--- src/rtl/rv_alu_issue_pkg.sv ---
// Shared definitions for the ALU issue stage: op codes, the bit layout of the
// packed ALU command word, and the issue FSM state encoding.
package rv_alu_issue_pkg;

    localparam int OP_W   = 4;
    localparam int DATA_W = 32;
    localparam int CMD_W  = 14;

    // Operation codes presented on in_op_i.
    localparam logic [OP_W-1:0] OP_ADD  = 4'd0;
    localparam logic [OP_W-1:0] OP_SUB  = 4'd1;
    localparam logic [OP_W-1:0] OP_AND  = 4'd2;
    localparam logic [OP_W-1:0] OP_XOR  = 4'd3;
    localparam logic [OP_W-1:0] OP_SLL  = 4'd4;
    localparam logic [OP_W-1:0] OP_SRL  = 4'd5;
    localparam logic [OP_W-1:0] OP_SRA  = 4'd6;
    localparam logic [OP_W-1:0] OP_MUL  = 4'd7;
    localparam logic [OP_W-1:0] OP_MULH = 4'd8;
    localparam logic [OP_W-1:0] OP_CMP  = 4'd9;
    localparam logic [OP_W-1:0] OP_CMPU = 4'd10;

    // Bit positions inside alu_cmd_o. OR/DIV/REM lines exist on the ALU but
    // are not driven by any op this stage issues.
    localparam int CMD_ADD         = 0;
    localparam int CMD_AND         = 1;
    localparam int CMD_OR          = 2;
    localparam int CMD_XOR         = 3;
    localparam int CMD_SHIFT       = 4;
    localparam int CMD_SHIFT_RIGHT = 5;
    localparam int CMD_MUL         = 6;
    localparam int CMD_MUL_HIGH    = 7;
    localparam int CMD_DIV         = 8;
    localparam int CMD_REM         = 9;
    localparam int CMD_CMP         = 10;
    localparam int CMD_NEGATE_OP2  = 11;
    localparam int CMD_SIGNED      = 12;
    localparam int CMD_SET_FLAGS   = 13;

    // Issue FSM states.
    typedef enum logic [1:0] {
        ST_IDLE  = 2'd0,
        ST_ISSUE = 2'd1,
        ST_WAIT  = 2'd2
    } state_t;

endpackage

--- src/rtl/rv_alu_issue_if.sv ---
// Bundle of the upstream, ALU-side and downstream signals of the issue stage.
// slave is the issue stage's view, master is the surrounding pipeline's view.
interface rv_alu_issue_if #(
    parameter int RD_W = 5
);
    import rv_alu_issue_pkg::*;

    // Upstream operation channel
    logic              in_valid_i;
    logic              in_ready_o;
    logic [OP_W-1:0]   in_op_i;
    logic [DATA_W-1:0] in_op1_i;
    logic [DATA_W-1:0] in_op2_i;
    logic [RD_W-1:0]   in_rd_i;

    // ALU side
    logic              alu_valid_o;
    logic [CMD_W-1:0]  alu_cmd_o;
    logic [DATA_W-1:0] alu_op1_o;
    logic [DATA_W-1:0] alu_op2_o;
    logic [DATA_W-1:0] alu_result_i;
    logic              alu_we_i;
    logic              alu_wait_i;

    // Downstream result channel
    logic              out_valid_o;
    logic              out_ready_i;
    logic [DATA_W-1:0] out_data_o;
    logic [RD_W-1:0]   out_rd_o;

    logic              err_o;

    modport slave (
        input  in_valid_i, in_op_i, in_op1_i, in_op2_i, in_rd_i,
        input  alu_result_i, alu_we_i, alu_wait_i, out_ready_i,
        output in_ready_o, alu_valid_o, alu_cmd_o, alu_op1_o, alu_op2_o,
        output out_valid_o, out_data_o, out_rd_o, err_o
    );

    modport master (
        output in_valid_i, in_op_i, in_op1_i, in_op2_i, in_rd_i,
        output alu_result_i, alu_we_i, alu_wait_i, out_ready_i,
        input  in_ready_o, alu_valid_o, alu_cmd_o, alu_op1_o, alu_op2_o,
        input  out_valid_o, out_data_o, out_rd_o, err_o
    );

endinterface

--- src/rtl/rv_alu_issue_dec.sv ---
// Combinational op-code to ALU command decode. Unknown op codes decode to an
// all-zero command.
module rv_alu_issue_dec
    import rv_alu_issue_pkg::*;
(
    input  logic [OP_W-1:0]  op,
    output logic [CMD_W-1:0] cmd
);

    // Map each op onto the ALU command lines it needs.
    always_comb begin
        cmd = '0;
        case (op)
            OP_ADD: cmd[CMD_ADD] = 1'b1;
            OP_SUB: begin
                cmd[CMD_ADD]        = 1'b1;
                cmd[CMD_NEGATE_OP2] = 1'b1;
            end
            OP_AND: cmd[CMD_AND] = 1'b1;
            OP_XOR: cmd[CMD_XOR] = 1'b1;
            OP_SLL: cmd[CMD_SHIFT] = 1'b1;
            OP_SRL: begin
                cmd[CMD_SHIFT]       = 1'b1;
                cmd[CMD_SHIFT_RIGHT] = 1'b1;
            end
            OP_SRA: begin
                cmd[CMD_SHIFT]       = 1'b1;
                cmd[CMD_SHIFT_RIGHT] = 1'b1;
                cmd[CMD_SIGNED]      = 1'b1;
            end
            OP_MUL: cmd[CMD_MUL] = 1'b1;
            OP_MULH: begin
                cmd[CMD_MUL]      = 1'b1;
                cmd[CMD_MUL_HIGH] = 1'b1;
                cmd[CMD_SIGNED]   = 1'b1;
            end
            OP_CMP: begin
                cmd[CMD_CMP]        = 1'b1;
                cmd[CMD_NEGATE_OP2] = 1'b1;
                cmd[CMD_SIGNED]     = 1'b1;
                cmd[CMD_SET_FLAGS]  = 1'b1;
            end
            OP_CMPU: begin
                cmd[CMD_CMP]        = 1'b1;
                cmd[CMD_NEGATE_OP2] = 1'b1;
                cmd[CMD_SET_FLAGS]  = 1'b1;
            end
            default: cmd = '0;
        endcase
    end

endmodule

--- src/rtl/rv_alu_issue.sv ---
// Single-slot issue stage between an operation queue and a (possibly
// multi-cycle) ALU. One operation in flight at a time; results land in a
// one-entry output register with valid/ready draining.
// Optional build macro RV_ALU_ISSUE_WDOG_EN adds a WAIT-state watchdog that
// abandons the operation after WDOG_MAX cycles and raises a sticky err_o.
module rv_alu_issue #(
    parameter int RD_W     = 5,
    parameter int WDOG_MAX = 64
) (
    input logic           clk_i,
    input logic           rst_i,
    rv_alu_issue_if.slave bus
);
    import rv_alu_issue_pkg::*;

    state_t             state_reg;
    state_t             state_next;

    logic [CMD_W-1:0]   dec_cmd;
    logic [CMD_W-1:0]   cmd_reg;
    logic [DATA_W-1:0]  op1_reg;
    logic [DATA_W-1:0]  op2_reg;
    logic [RD_W-1:0]    rd_reg;
    logic               is_cmp_reg;

    logic               out_valid_reg;
    logic [DATA_W-1:0]  out_data_reg;
    logic [RD_W-1:0]    out_rd_reg;

    logic               in_ready;
    logic               accept;
    logic               capture;
    logic               wdog_expired;

    rv_alu_issue_dec u_dec (
        .op  (bus.in_op_i),
        .cmd (dec_cmd)
    );

    // A new op may enter only when idle and the output slot is free or
    // being drained in this same cycle.
    assign in_ready = (state_reg == ST_IDLE) && (!out_valid_reg || bus.out_ready_i);
    assign accept   = bus.in_valid_i && in_ready;

    // Next-state logic; capture marks the cycle whose ALU result is kept.
    always_comb begin
        state_next = state_reg;
        capture    = 1'b0;
        case (state_reg)
            ST_IDLE: begin
                if (accept) state_next = ST_ISSUE;
            end
            ST_ISSUE: begin
                if (is_cmp_reg) begin
                    // Compares only update ALU flags; nothing to return.
                    state_next = ST_IDLE;
                end else if (bus.alu_we_i) begin
                    capture    = 1'b1;
                    state_next = ST_IDLE;
                end else if (bus.alu_wait_i) begin
                    state_next = ST_WAIT;
                end else begin
                    // ALU neither completed nor started: nothing to wait for.
                    state_next = ST_IDLE;
                end
            end
            ST_WAIT: begin
                if (bus.alu_we_i) begin
                    capture    = 1'b1;
                    state_next = ST_IDLE;
                end else if (wdog_expired) begin
                    state_next = ST_IDLE;
                end
            end
            default: state_next = ST_IDLE;
        endcase
    end

    // State register and the operation latched at accept time.
    always_ff @(posedge clk_i) begin
        if (rst_i) begin
            state_reg  <= ST_IDLE;
            cmd_reg    <= '0;
            op1_reg    <= '0;
            op2_reg    <= '0;
            rd_reg     <= '0;
            is_cmp_reg <= 1'b0;
        end else begin
            state_reg <= state_next;
            if (accept) begin
                cmd_reg    <= dec_cmd;
                op1_reg    <= bus.in_op1_i;
                op2_reg    <= bus.in_op2_i;
                rd_reg     <= bus.in_rd_i;
                is_cmp_reg <= dec_cmd[CMD_CMP];
            end
        end
    end

    // Output slot: a fresh capture wins over a same-cycle drain.
    always_ff @(posedge clk_i) begin
        if (rst_i) begin
            out_valid_reg <= 1'b0;
            out_data_reg  <= '0;
            out_rd_reg    <= '0;
        end else if (capture) begin
            out_valid_reg <= 1'b1;
            out_data_reg  <= bus.alu_result_i;
            out_rd_reg    <= rd_reg;
        end else if (out_valid_reg && bus.out_ready_i) begin
            out_valid_reg <= 1'b0;
        end
    end

`ifdef RV_ALU_ISSUE_WDOG_EN
    localparam int WDOG_CNT_W = $clog2(WDOG_MAX + 1);

    logic [WDOG_CNT_W-1:0] wdog_cnt_reg;
    logic                  err_reg;

    assign wdog_expired = (wdog_cnt_reg == WDOG_CNT_W'(WDOG_MAX - 1));

    // Count consecutive WAIT cycles without a result; expiry is sticky in err.
    always_ff @(posedge clk_i) begin
        if (rst_i) begin
            wdog_cnt_reg <= '0;
            err_reg      <= 1'b0;
        end else if (state_reg == ST_WAIT && !bus.alu_we_i) begin
            if (wdog_expired) begin
                wdog_cnt_reg <= '0;
                err_reg      <= 1'b1;
            end else begin
                wdog_cnt_reg <= wdog_cnt_reg + WDOG_CNT_W'(1);
            end
        end else begin
            wdog_cnt_reg <= '0;
        end
    end

    assign bus.err_o = err_reg;
`else
    assign wdog_expired = 1'b0;
    assign bus.err_o    = 1'b0;
`endif

    assign bus.in_ready_o  = in_ready;
    assign bus.alu_valid_o = (state_reg == ST_ISSUE);
    assign bus.alu_cmd_o   = cmd_reg;
    assign bus.alu_op1_o   = op1_reg;
    assign bus.alu_op2_o   = op2_reg;
    assign bus.out_valid_o = out_valid_reg;
    assign bus.out_data_o  = out_data_reg;
    assign bus.out_rd_o    = out_rd_reg;

endmodule

--- src/flat_wrapper.sv ---
// flat-port wrapper written by rule: the top's interface ports become plain ports
module rv_alu_issue_flat import rv_alu_issue_pkg::*;
#(
    parameter int RD_W     = 5,
    parameter int WDOG_MAX = 64
)
  (clk_i, rst_i, bus_in_valid_i, bus_in_op_i, bus_in_op1_i, bus_in_op2_i, bus_in_rd_i, bus_alu_result_i, bus_alu_we_i, bus_alu_wait_i, bus_out_ready_i, bus_in_ready_o, bus_alu_valid_o, bus_alu_cmd_o, bus_alu_op1_o, bus_alu_op2_o, bus_out_valid_o, bus_out_data_o, bus_out_rd_o, bus_err_o);
  rv_alu_issue_if #(.RD_W(RD_W)) bus_i ();
  input logic clk_i;
  input logic rst_i;
  input wire logic [$bits(bus_i.in_valid_i)-1:0] bus_in_valid_i;
  input wire logic [$bits(bus_i.in_op_i)-1:0] bus_in_op_i;
  input wire logic [$bits(bus_i.in_op1_i)-1:0] bus_in_op1_i;
  input wire logic [$bits(bus_i.in_op2_i)-1:0] bus_in_op2_i;
  input wire logic [$bits(bus_i.in_rd_i)-1:0] bus_in_rd_i;
  input wire logic [$bits(bus_i.alu_result_i)-1:0] bus_alu_result_i;
  input wire logic [$bits(bus_i.alu_we_i)-1:0] bus_alu_we_i;
  input wire logic [$bits(bus_i.alu_wait_i)-1:0] bus_alu_wait_i;
  input wire logic [$bits(bus_i.out_ready_i)-1:0] bus_out_ready_i;
  output wire logic [$bits(bus_i.in_ready_o)-1:0] bus_in_ready_o;
  output wire logic [$bits(bus_i.alu_valid_o)-1:0] bus_alu_valid_o;
  output wire logic [$bits(bus_i.alu_cmd_o)-1:0] bus_alu_cmd_o;
  output wire logic [$bits(bus_i.alu_op1_o)-1:0] bus_alu_op1_o;
  output wire logic [$bits(bus_i.alu_op2_o)-1:0] bus_alu_op2_o;
  output wire logic [$bits(bus_i.out_valid_o)-1:0] bus_out_valid_o;
  output wire logic [$bits(bus_i.out_data_o)-1:0] bus_out_data_o;
  output wire logic [$bits(bus_i.out_rd_o)-1:0] bus_out_rd_o;
  output wire logic [$bits(bus_i.err_o)-1:0] bus_err_o;
  assign bus_i.in_valid_i = bus_in_valid_i;
  assign bus_i.in_op_i = bus_in_op_i;
  assign bus_i.in_op1_i = bus_in_op1_i;
  assign bus_i.in_op2_i = bus_in_op2_i;
  assign bus_i.in_rd_i = bus_in_rd_i;
  assign bus_i.alu_result_i = bus_alu_result_i;
  assign bus_i.alu_we_i = bus_alu_we_i;
  assign bus_i.alu_wait_i = bus_alu_wait_i;
  assign bus_i.out_ready_i = bus_out_ready_i;
  assign bus_in_ready_o = bus_i.in_ready_o;
  assign bus_alu_valid_o = bus_i.alu_valid_o;
  assign bus_alu_cmd_o = bus_i.alu_cmd_o;
  assign bus_alu_op1_o = bus_i.alu_op1_o;
  assign bus_alu_op2_o = bus_i.alu_op2_o;
  assign bus_out_valid_o = bus_i.out_valid_o;
  assign bus_out_data_o = bus_i.out_data_o;
  assign bus_out_rd_o = bus_i.out_rd_o;
  assign bus_err_o = bus_i.err_o;
  rv_alu_issue #(.RD_W(RD_W), .WDOG_MAX(WDOG_MAX)) u_core (.clk_i(clk_i), .rst_i(rst_i), .bus(bus_i));
endmodule
--- config.mk ---
export PLATFORM = sky130hd
export DESIGN_NAME = rv_alu_issue_flat
export DESIGN_NICKNAME = d
export VERILOG_FILES = /design/src/rtl/rv_alu_issue_pkg.sv /design/src/rtl/rv_alu_issue_if.sv /design/src/rtl/rv_alu_issue_dec.sv /design/src/rtl/rv_alu_issue.sv /design/src/flat_wrapper.sv
export SDC_FILE = /design/constraint.sdc
export NUM_CORES = 1
export LEC_CHECK = 0
export BUFFER_PORTS_ARGS = -buffer_cell sky130_fd_sc_hd__buf_2
export CAP_MARGIN = 15
export CORE_ASPECT_RATIO = 1.25
export CORE_MARGIN = 2
export CORE_UTILIZATION = 50
export DETAILED_ROUTE_END_ITERATION = 10
export GPL_ROUTABILITY_DRIVEN = 0
export HOLD_SLACK_MARGIN = 0.02
export PLACE_DENSITY_LB_ADDON = 0.05
export SETUP_SLACK_MARGIN = 0.15
export SLEW_MARGIN = 20
export SYNTH_ARGS = -nofsm -noshare
export SYNTH_HDL_FRONTEND = slang
export SYNTH_HIERARCHICAL = 1
export SYNTH_SLANG_ARGS = --single-unit
--- constraint.sdc ---
create_clock -name clk_i -period 3.4 [get_ports clk_i]
set_input_delay 0.17 -clock clk_i [delete_from_list [all_inputs] [get_ports clk_i]]
set_output_delay 0.17 -clock clk_i [all_outputs]
set_load 0.005 [all_outputs]
After elaboration in Yosys (flattened, before gate mapping):

Index checks and enable logic that the tools add are counted.

* flip-flop bits (word level): 121
* output and inout bits: 119
* input bits: 111
* logic and storage cells: 60

* equal/unequal tests: 14
* mux-type cells: 21
* reduce and logical (&&, ||, !) cells: 16

Operators with widths (number)
* 4-bit by 3-bit equality test with 1-bit output (second input constant): 4
* 1-bit two-way mux: 14
* 4-bit equality test (second input constant): 3
* 2-bit two-way mux: 5
* 3-bit OR reduction: 3
* 4-bit by 2-bit equality test with 1-bit output (second input constant): 2
* 2-bit OR reduction: 4
* 2-bit case mux with 3 select lines: 1
* 4-bit by 1-bit equality test with 1-bit output (second input constant): 1
* 4-bit logical NOT: 1
* 1-bit logical AND: 3
* 2-bit by 1-bit equality test with 1-bit output (second input constant): 1
* 2-bit equality test (second input constant): 1
* 2-bit logical NOT: 1
* 2-bit by 1-bit != test with 1-bit output (second input constant): 1
* 2-bit != test (second input constant): 1
* 1-bit case mux with 2 select lines: 1
* 2-bit AND reduction: 1
* 2-bit nonzero test: 1
* 1-bit logical NOT: 1
* 1-bit logical OR: 1

Depth between registers and ports, before layout:

Gate-level depths: netlist (run 1).

* word-level depth: 6
* mapped depth: 7
* mapped depth without buffers: 5

Hierarchy:

Netlist (run 1), hierarchy kept.

Modules (own cells, without submodules)
* rv_alu_issue: area an instance 5560.3 um^2, times used 1, sequential area each 2462.4 um^2, cells each 543
* rv_alu_issue_dec: area an instance 145.1 um^2, times used 1, sequential area each 0.0 um^2, cells each 23

Worst setup path before layout (run 1):

OpenSTA, ideal clock, no wires.

* kind: reg-to-reg
* from: reg u_core.state_reg[1]
* to: reg u_core.out_data_reg[10] (netlist: u_core/bus.out_data_o[10])
* buffers on the path: 2
* arrival time: 1406 ps
* cell stages (with the launch flop): 8
* period minus slack after synthesis: 1478 ps
* library setup time: 72 ps
* data required time: 3328 ps
* setup slack: 1922 ps
* cell sequence: dfxtp_1 > inv_1 > ha_1 > nor2b_1 > o211a_1 > buf_2 > buf_4 > mux2i_1

* word-level cells in the longest chain between the ends: 2
* elaborated cells between the ends (all ways): 3
* classes of those cells: 2 x eq/ne; 1 x mux

RTL lines
* start, declared: line rv_alu_issue.sv:16 `state_t state_reg;`
* start signal, assigned: line rv_alu_issue.sv:89 `state_reg <= state_next;`
* 2-bit by 1-bit equality test with 1-bit output
* net bus_alu_valid_o: line flat_wrapper.sv:21 `output wire logic [$bits(bus_i.alu_valid_o)-1:0] bus_alu_valid_o;`
* 1-bit case mux with 2 select lines: line rv_alu_issue.sv:49 `case (state_reg)`
* end signal, assigned: line rv_alu_issue.sv:108 `out_data_reg <= bus.alu_result_i;`
* end, declared: line rv_alu_issue.sv:27 `logic [DATA_W-1:0] out_data_reg;`

The timed path passes the listed nets, and every way through them passes these cells.
A chain may end at the register's enable or synchronous reset.

Worst setup path in the final report (run 1):

* from: reg u_core.state_reg[0]
* to: reg u_core.op1_reg[12] (netlist: u_core/bus.alu_op1_o[12])

* word-level cells in the longest chain between the ends: 3

RTL lines
* 2-bit logical NOT: line rv_alu_issue.sv:42 `assign in_ready = (state_reg == ST_IDLE) && (!out_valid_reg || bus.out_ready_i);`
* 1-bit logical AND: line rv_alu_issue.sv:42
* 1-bit logical AND: line rv_alu_issue.sv:43 `assign accept = bus.in_valid_i && in_ready;`
* end signal, assigned: line rv_alu_issue.sv:92 `op1_reg <= bus.in_op1_i;`
* end, declared: line rv_alu_issue.sv:21 `logic [DATA_W-1:0] op1_reg;`

No other way between the ends.

==> results of run 1 <==
-- cell families (layout without fill, tap and decap cells) --
| family | Yosys count | in the layout |
|---|---|---|
| flops | 123 | 123 |
| buf+inv | 50 | 327 |
| fa+ha+maj | 3 | 3 |
| compound gates | 10 | 10 |
| mux | 121 | 121 |
| other cells | 2 | 4 |
| xor+xnor | 1 | 1 |
| simple gates | 256 | 256 |
-- how the worst min path moves through the flow --
| stage | from | end | slack (ns) | depth (start not counted) |
|---|---|---|---|---|
| 4_1_cts | bus_in_op2_i[21] | u_core/bus.alu_op2_o[21] | 0.02 | 3 |
| 3_3_place_gp | bus_alu_result_i[5] | u_core/bus.out_data_o[5] | 0.43 | 3 |
| 2_1_floorplan | bus_in_op1_i[31] | u_core/bus.alu_op1_o[31] | 0.33 | 2 |
| 3_5_place_dp | bus_in_rd_i[0] | u_core/rd_reg[0] | 0.44 | 3 |
| 6_report | bus_in_op2_i[8] | u_core/bus.alu_op2_o[8] | 0.03 | 3 |
| 5_1_grt | bus_in_op2_i[1] | u_core/bus.alu_op2_o[1] | 0.02 | 3 |
-- report_power, final --
| part | switching (mW) | internal [mW] |
|---|---|---|
| Sequential | 0.0446 | 1.53 |
| Combinational | 0.245 | 0.315 |
| Clock | 0.618 | 1.15 |
| Total | 0.907 | 3.00 |
-- critical path, cell delays in order (launching register included) --
cell     delay [ns]
dfxtp_1        0.33
inv_1          0.08
ha_1           0.22
and3_4         0.55
buf_4          0.43
mux2i_1        0.24
-- metal layers --
| layer | share of wire [%] | wire length [um] | GRT usage, % | up-vias |
|---|---|---|---|---|
| met5 | 0 | 0 | 0 | - |
| met4 | 1.9 | 253 | 8.22 | 0 |
| met3 | 6.1 | 827 | 7.69 | 20 |
| met2 | 50 | 6810 | 38.1 | 149 |
| met1 | 42 | 5650 | 24.0 | 2096 |
| li1 | - | - | - | 2354 |
-- final cells by class --
type                    instances  share of cell area, %
clock buffers                  24                   6.16
clock inverters                 8                   1.13
inverters                       3                  0.141
multi-input cells             395                   37.1
flip-flops and latches        123                   30.8
well taps                     135                   2.11
repair buffers                292                   22.6
-- cells in the final DEF, fill, tap and decap left out, types with 2 or more instances in the layout --
cell type	Yosys	routed
buf_4	10	2
conb_1	2	4
ha_1	3	3
nor3_1	3	3
clkinv_2	0	6
dlygate4sd3_1	0	61
buf_12	0	2
clkbuf_16	0	17
a21oi_1	2	2
clkbuf_8	0	4
inv_1	3	3
bufinv_16	0	2
nand2b_1	240	240
mux2i_1	121	121
buf_2	2	227
clkbuf_1	26	3
o22ai_1	2	2
nor2b_1	3	3
nor2_1	4	4
dfxtp_1	123	123
-- metrics by stage --
stage	total power [mW]	instances
final	3.90	980
after global routing	4.07	980
after CTS	3.94	980
after detailed placement	2.11	887
after global placement	2.09	887
after floorplan	1.93	568
==> impl_metrics.json, run 1 <==
{
  "dieArea_mm2": 0.0123,
  "clock-root-buffer": "clkbuf_16",
  "yosysMostFrequentCell": "nand2b_1",
  "ff2ff_setup_slack_ns": 1.45,
  "netlist_top_cells_area": "dfxtp_1 (43%), nand2b_1 (26%), mux2i_1 (21%)",
  "hold_path.class": "in -> reg",
  "netlist_instances": 566,
  "rows": 43,
  "end_kind": "flop",
  "syn_area_mm2": 0.00571,
  "drt_iter0_drc": 137,
  "power.leakage_nw": 3.70,
  "ys_types": 28,
  "dr.pass1.iters": 4,
  "grt_pass1_vias": 4614,
  "synthFlopType": "dfxtp_1",
  "final_cell_area_mm2": 0.00799,
  "coreArea_mm2": 0.0111,
  "crit_path_end": "u_core/bus.alu_op1_o[12]",
  "pin_count": 230,
  "synth_adder_area_share_pct": 0.658,
  "synthMuxAreaShare_pct": 21.2,
  "fin_nets": 946,
  "rr_endpoint": "u_core/bus.alu_op1_o[12]",
  "layout-drive-gt1-share_pct": 31.4,
  "vias": 4619,
  "min_period_ns": 1.95,
  "dp_hpwl_um": 8720,
  "synth-warning-count": 6,
  "cts.clk_slew.worst_paths_ns": 0.05,
  "cap_violations": 0,
  "synthArstFlopShare_pct": 0,
  "cp.required_ns": 3.73,
  "synth_edf_count": 0,
  "fin_worst_skew_ns": 0.00656,
  "cts_tree": "built",
  "antenna_found_initial": 0,
  "critPathLaunch": "u_core/state_reg[0]",
  "htree_levels": 4,
  "place_ws_ns": 1.23,
  "die_w_um": 99.5,
  "clock_sinks": 123,
  "wl_per_cell_um": 13.8,
  "synth_common_cells": "nand2b_1 (240), dfxtp_1 (123), mux2i_1 (121), clkbuf_1 (26), buf_4 (10)",
  "netlist.area_leader.share_pct": 43.2,
  "grt_usage_pct": 21.7,
  "start_util_pct": 51.2,
  "utilization_pct": 71.7,
  "layout_setup_ws_ns": 1.45,
  "grt_max_degree": 134,
  "cp-start-kind": "flop",
  "ant_nets": 0,
  "critPathKind": "reg -> reg",
  "cts_setup_buffers": 0,
  "drt_drc_violations_left": 0,
  "clk_latency_ns": 0.41,
  "synth-compound-area-share_pct": 1.40,
  "cp_max_fo": 29,
  "fillers": 884,
  "synth_top_area_cell": "dfxtp_1",
  "r2r_start": "u_core/state_reg[0]",
  "fin_setup_tns_ns": 0,
  "multi_input_area_mm2": 0.00296,
  "synth_top_family_by_area": "simple AND/OR/NAND/NOR gates",
  "clockBufferDepth": 2,
  "synth-seq-cells": 123,
  "worst_hold_slack_ns": 0.0310,
  "synthSimpleGateAreaFrac_pct": 28.1,
  "cts_hold_buffers": 61,
  "maxSlewViolCount": 0,
  "synth-xor-area-share_pct": 0.154,
  "synth-seq-area-share_pct": 43.2,
  "die_h_um": 123,
  "crit_arrival_ns": 2.28,
  "finalHoldViolations": 0,
  "syn_to_final_growth_pct": 40.0,
  "grt_pass1_wl_um": 21100,
  "peakVddDrop_v": 0.000295,
  "io_buffers": 228,
  "dpl-instance-area_mm2": 0.00679,
  "n_antenna_cell": 0,
  "cts_resized": 0,
  "register_area_mm2": 0.00246,
  "final-setup-viol-count": 0,
  "r2r_cells": 5,
  "viasPerCell": 4.71,
  "status": "finished, final reports clean",
  "drt-total-wl_um": 13500,
  "avgSynthCellArea_um2": 10.1,
  "finalCritPeriodShare_pct": 57.3,
  "tightest_slew_ns": 0.880,
  "numCtsBuffers": 17,
  "clock.fmax_mhz": 513,
  "slew_headroom_pct": 41.3,
  "grt_remaining_overflow": 0,
  "power_density_mw_per_mm2": 489,
  "rsz0062_at_grt": "false"
}
(Power assumes the default switching activity.)
==> run 2, diff against run 1 <==
Settings changed: CORE_UTILIZATION 50 to 44.
Clock period 3.4 ns to 1.7 ns, I/O delays scaled along.
==> impl_metrics.json, run 2 (synthesis gave the netlist of run 1 again) <==
{
  "dp_hpwl_um": 9040,
  "power_frac_comb_pct": 17.2,
  "io_buffers": 228,
  "multi_input_area_mm2": 0.00298,
  "fillers": 988,
  "drt_drc_violations_left": 0,
  "fin_nets": 1011,
  "numCtsBuffers": 17,
  "pwr-share-seq_pct": 39.3,
  "layout_setup_ws_ns": 0.167,
  "clkPwrFrac_pct": 43.5,
  "start_util_pct": 45.1,
  "mostFrequentLayoutCell": "nand2b_1",
  "antenna_found_initial": 0,
  "use_met2_pct": 35.9,
  "finalCritPeriodShare_pct": 90.2,
  "vias": 4892,
  "dieArea_mm2": 0.0139,
  "clock-root-buffer": "clkbuf_16",
  "grt_pass1_wl_um": 23100,
  "grt_pass1_vias": 5010,
  "crit_arrival_ns": 1.86,
  "cap_violations": 0,
  "coreArea_mm2": 0.0127,
  "grt_remaining_overflow": 0,
  "ff2ff_setup_slack_ns": 0.17,
  "p_sw_share_pct": 23.9,
  "critPathKind": "reg -> reg",
  "finalHoldViolations": 0,
  "worst_hold_slack_ns": 0.0631,
  "cp_max_fo": 8,
  "fin_worst_skew_ns": 0.00987,
  "p_int_mw": 6.11,
  "drt-total-wl_um": 15200,
  "min_period_ns": 1.53,
  "end_kind": "flop",
  "clock_sinks": 123,
  "viasPerCell": 4.54,
  "cp-start-kind": "flop",
  "power_density_mw_per_mm2": 912,
  "ant_nets": 0,
  "grt_usage_pct": 20.4,
  "die_h_um": 131,
  "rsz0062_at_grt": "true",
  "n_antenna_cell": 0,
  "power.leakage_nw": 4.01,
  "clk_latency_ns": 0.41,
  "peakVddDrop_v": 0.000575,
  "clockBufferDepth": 2,
  "dr.pass1.iters": 4,
  "rows": 46,
  "dpl-instance-area_mm2": 0.00691,
  "place_ws_ns": 0.0528,
  "cp.required_ns": 2.03,
  "htree_levels": 4,
  "status": "finished, final reports clean",
  "grt_max_degree": 147,
  "grtUsageMet3_pct": 6.00,
  "hold_path.class": "in -> reg",
  "cts_tree": "built",
  "p_sw_mw": 1.92,
  "pin_count": 230,
  "wl_per_cell_um": 14.1,
  "final_cell_area_mm2": 0.00881,
  "drt_iter0_drc": 190,
  "final-setup-viol-count": 0,
  "layout-drive-gt1-share_pct": 31.8,
  "clock.fmax_mhz": 652,
  "finalPower_mw": 8.03,
  "syn_to_final_growth_pct": 54.4,
  "cts.clk_slew.worst_paths_ns": 0.05,
  "busiest_layer": "met2",
  "met1_usage_pct": 22.8,
  "fin_setup_tns_ns": 0,
  "register_area_mm2": 0.00246,
  "mostFrequentLayoutCells": "nand2b_1 (240), buf_2 (227), dfxtp_1 (122)",
  "maxSlewViolCount": 0,
  "die_w_um": 106
}
## run 2: final timing paths
kind         cells past startpoint                        end                 startpoint
max                              6  u_core/bus.out_data_o[18]        u_core/state_reg[1]
min                              3        u_core/state_reg[1]               bus_alu_we_i
max reg2reg                      6  u_core/bus.out_data_o[18]        u_core/state_reg[1]
min reg2reg                      2  u_core/bus.out_data_o[17]  u_core/bus.out_data_o[17]
## run 2: power groups by stage
stage          clock, mW  sequential [mW]  combinational, mW
2_1_floorplan          0             3.23              0.637
3_3_place_gp           0             3.21               1.02
3_5_place_dp           0             3.21               1.04
4_1_cts             3.58             3.15               1.24
5_1_grt             3.70             3.17               1.49
6_report            3.49             3.15               1.38
## run 2: what timing repair did
action	in CTS	in global routing
setup endpoints to repair	32	74
hold buffers	106	0
gates cloned	0	8
setup buffers	0	6
resized for setup	1	9
hold endpoints to repair	106	0
pin swaps	0	2
## run 2: critical path, stage by stage (launching register included)
cell and delay, ns:
dfxtp_2 0.33, inv_1 0.10, ha_2 0.20, nor2b_4 0.19, o211a_4 0.26, clkbuf_16 0.19, mux2i_1 0.19
## run 2: layout make-up
type                       instances  area share [%]
multi-input combinational        395            33.8
timing repair buffer             357            29.2
sequential                       123            28.0
clock buffer                      21            5.23
tap                              168            2.39
clock inverter                    10            1.35
inverter                           3           0.128
## run 2: routing by layer
layer | vias up | part of all wire [%]
met5 | - | 0
met4 | 0 | 2.6
met3 | 28 | 5.5
met2 | 151 | 51
met1 | 2233 | 41
li1 | 2480 | -
## run 2: through the flow
step	instances	util, %
2_1_floorplan	568	-
3_3_place_gp	926	54.6
3_5_place_dp	926	54.6
4_1_cts	1063	67.6
5_1_grt	1077	69.6
6_report	1077	69.6
==> run 3, diff against run 2 <==
Settings changed: RECOVER_POWER set to 50.
==> impl_metrics.json, run 3 (synthesis gave the netlist of run 1 again) <==
{
  "worst_hold_slack_ns": 0.0648,
  "grt_pass1_wl_um": 23100,
  "coreArea_mm2": 0.0127,
  "clockBufferDepth": 2,
  "dr.pass1.iters": 4,
  "cap_violations": 0,
  "rows": 46,
  "cts_tree": "built",
  "power_density_mw_per_mm2": 919,
  "critPathLaunch": "u_core/state_reg[1]",
  "maxSlewViolCount": 0,
  "multi_input_area_mm2": 0.00297,
  "cts.clk_slew.worst_paths_ns": 0.06,
  "ant_nets": 0,
  "final_cell_area_mm2": 0.00870,
  "cp.required_ns": 2.03,
  "grt_max_degree": 147,
  "peakVddDrop_v": 0.000575,
  "power.leakage_nw": 3.69,
  "register_area_mm2": 0.00246,
  "drt-total-wl_um": 15200,
  "hp-start": "bus_alu_we_i",
  "fin_nets": 1011,
  "finalHoldViolations": 0,
  "clk_latency_ns": 0.41,
  "vias": 4899,
  "final-setup-viol-count": 0,
  "mostFrequentLayoutCells": "nand2b_1 (240), buf_2 (150), dfxtp_1 (122)",
  "finalPower_mw": 8.00,
  "htree_levels": 4,
  "r2r_cells": 6,
  "clock_sinks": 123,
  "drt_drc_violations_left": 0,
  "finalCritPeriodShare_pct": 90.4,
  "viasPerCell": 4.55,
  "start_util_pct": 45.1,
  "hold_path.class": "in -> reg",
  "rsz0062_at_grt": "true",
  "r2r_start": "u_core/state_reg[1]",
  "dieArea_mm2": 0.0139,
  "numCtsBuffers": 17,
  "status": "finished, final reports clean",
  "crit_arrival_ns": 1.86,
  "fin_setup_tns_ns": 0,
  "wl_per_cell_um": 14.2,
  "grt_remaining_overflow": 0,
  "pin_count": 230,
  "syn_to_final_growth_pct": 52.5,
  "critPathKind": "reg -> reg",
  "die_h_um": 131,
  "holdPathStages": 3,
  "n_antenna_cell": 0,
  "cp-start-kind": "flop",
  "die_w_um": 106,
  "grt_pass1_vias": 5010,
  "fillers": 1036,
  "grt_usage_pct": 20.4,
  "end_kind": "flop",
  "mostFrequentLayoutCell": "nand2b_1",
  "fin_worst_skew_ns": 0.0115,
  "io_buffers": 228,
  "dp_hpwl_um": 9040,
  "dpl-instance-area_mm2": 0.00691,
  "antenna_found_initial": 0,
  "clock.fmax_mhz": 650,
  "clock-root-buffer": "clkbuf_16",
  "drt_iter0_drc": 187,
  "min_period_ns": 1.54,
  "cp_max_fo": 8,
  "layout-drive-gt1-share_pct": 23.0
}
[run 3: timing repair]
item	in CTS	in global routing
hold buffers	106	0
resized for setup	1	9
endpoints found under the setup margin	32	74
pin swaps	0	2
hold endpoints to repair	106	0
setup buffers	0	6
cloned	0	8
[run 3: layout make-up]
class / count / share of cell area [%]
multi-input combinational: 395 / 34.2
timing repair buffer: 357 / 28.3
sequential: 123 / 28.3
clock buffer: 21 / 5.29
tap: 168 / 2.42
clock inverter: 10 / 1.37
inverter: 3 / 0.129
[run 3: worst paths after layout]
| check | slack (ns) | to |
|---|---|---|
| min | 0.06 | u_core/state_reg[1] |
| max reg2reg | 0.16 | u_core/bus.out_data_o[28] |
| max | 0.16 | u_core/bus.out_data_o[28] |
| min reg2reg | 0.47 | u_core/bus.out_data_o[5] |
[run 3: worst max-delay path: stages (launching register included)]
cell and delay, ns:
dfxtp_2 0.33, inv_1 0.10, ha_1 0.19, nor2b_4 0.20, o211a_4 0.26, buf_12 0.16, mux2i_1 0.21
[run 3: per-layer routing]
metal	vias up	global-route usage (%)	wire [um]
met2	152	35.9	7760
met1	2240	22.8	6260
li1	2477	-	-
met5	-	0	0
met4	0	8.70	376
met3	30	6.00	841
[run 3: per-stage QoR]
step	util, %	instances	worst slack [ns]
after floorplan	-	568	0.222
after global placement	54.6	926	0.198
after detailed placement	54.6	926	0.0528
after CTS	67.6	1063	0.136
after global routing	68.7	1077	0.105
final	68.7	1077	0.163
[run 3: power by group]
group	internal, mW	switching (mW)
clock	2.22	1.26
combinational	0.790	0.565
sequential	3.07	0.0901
total	6.08	1.92
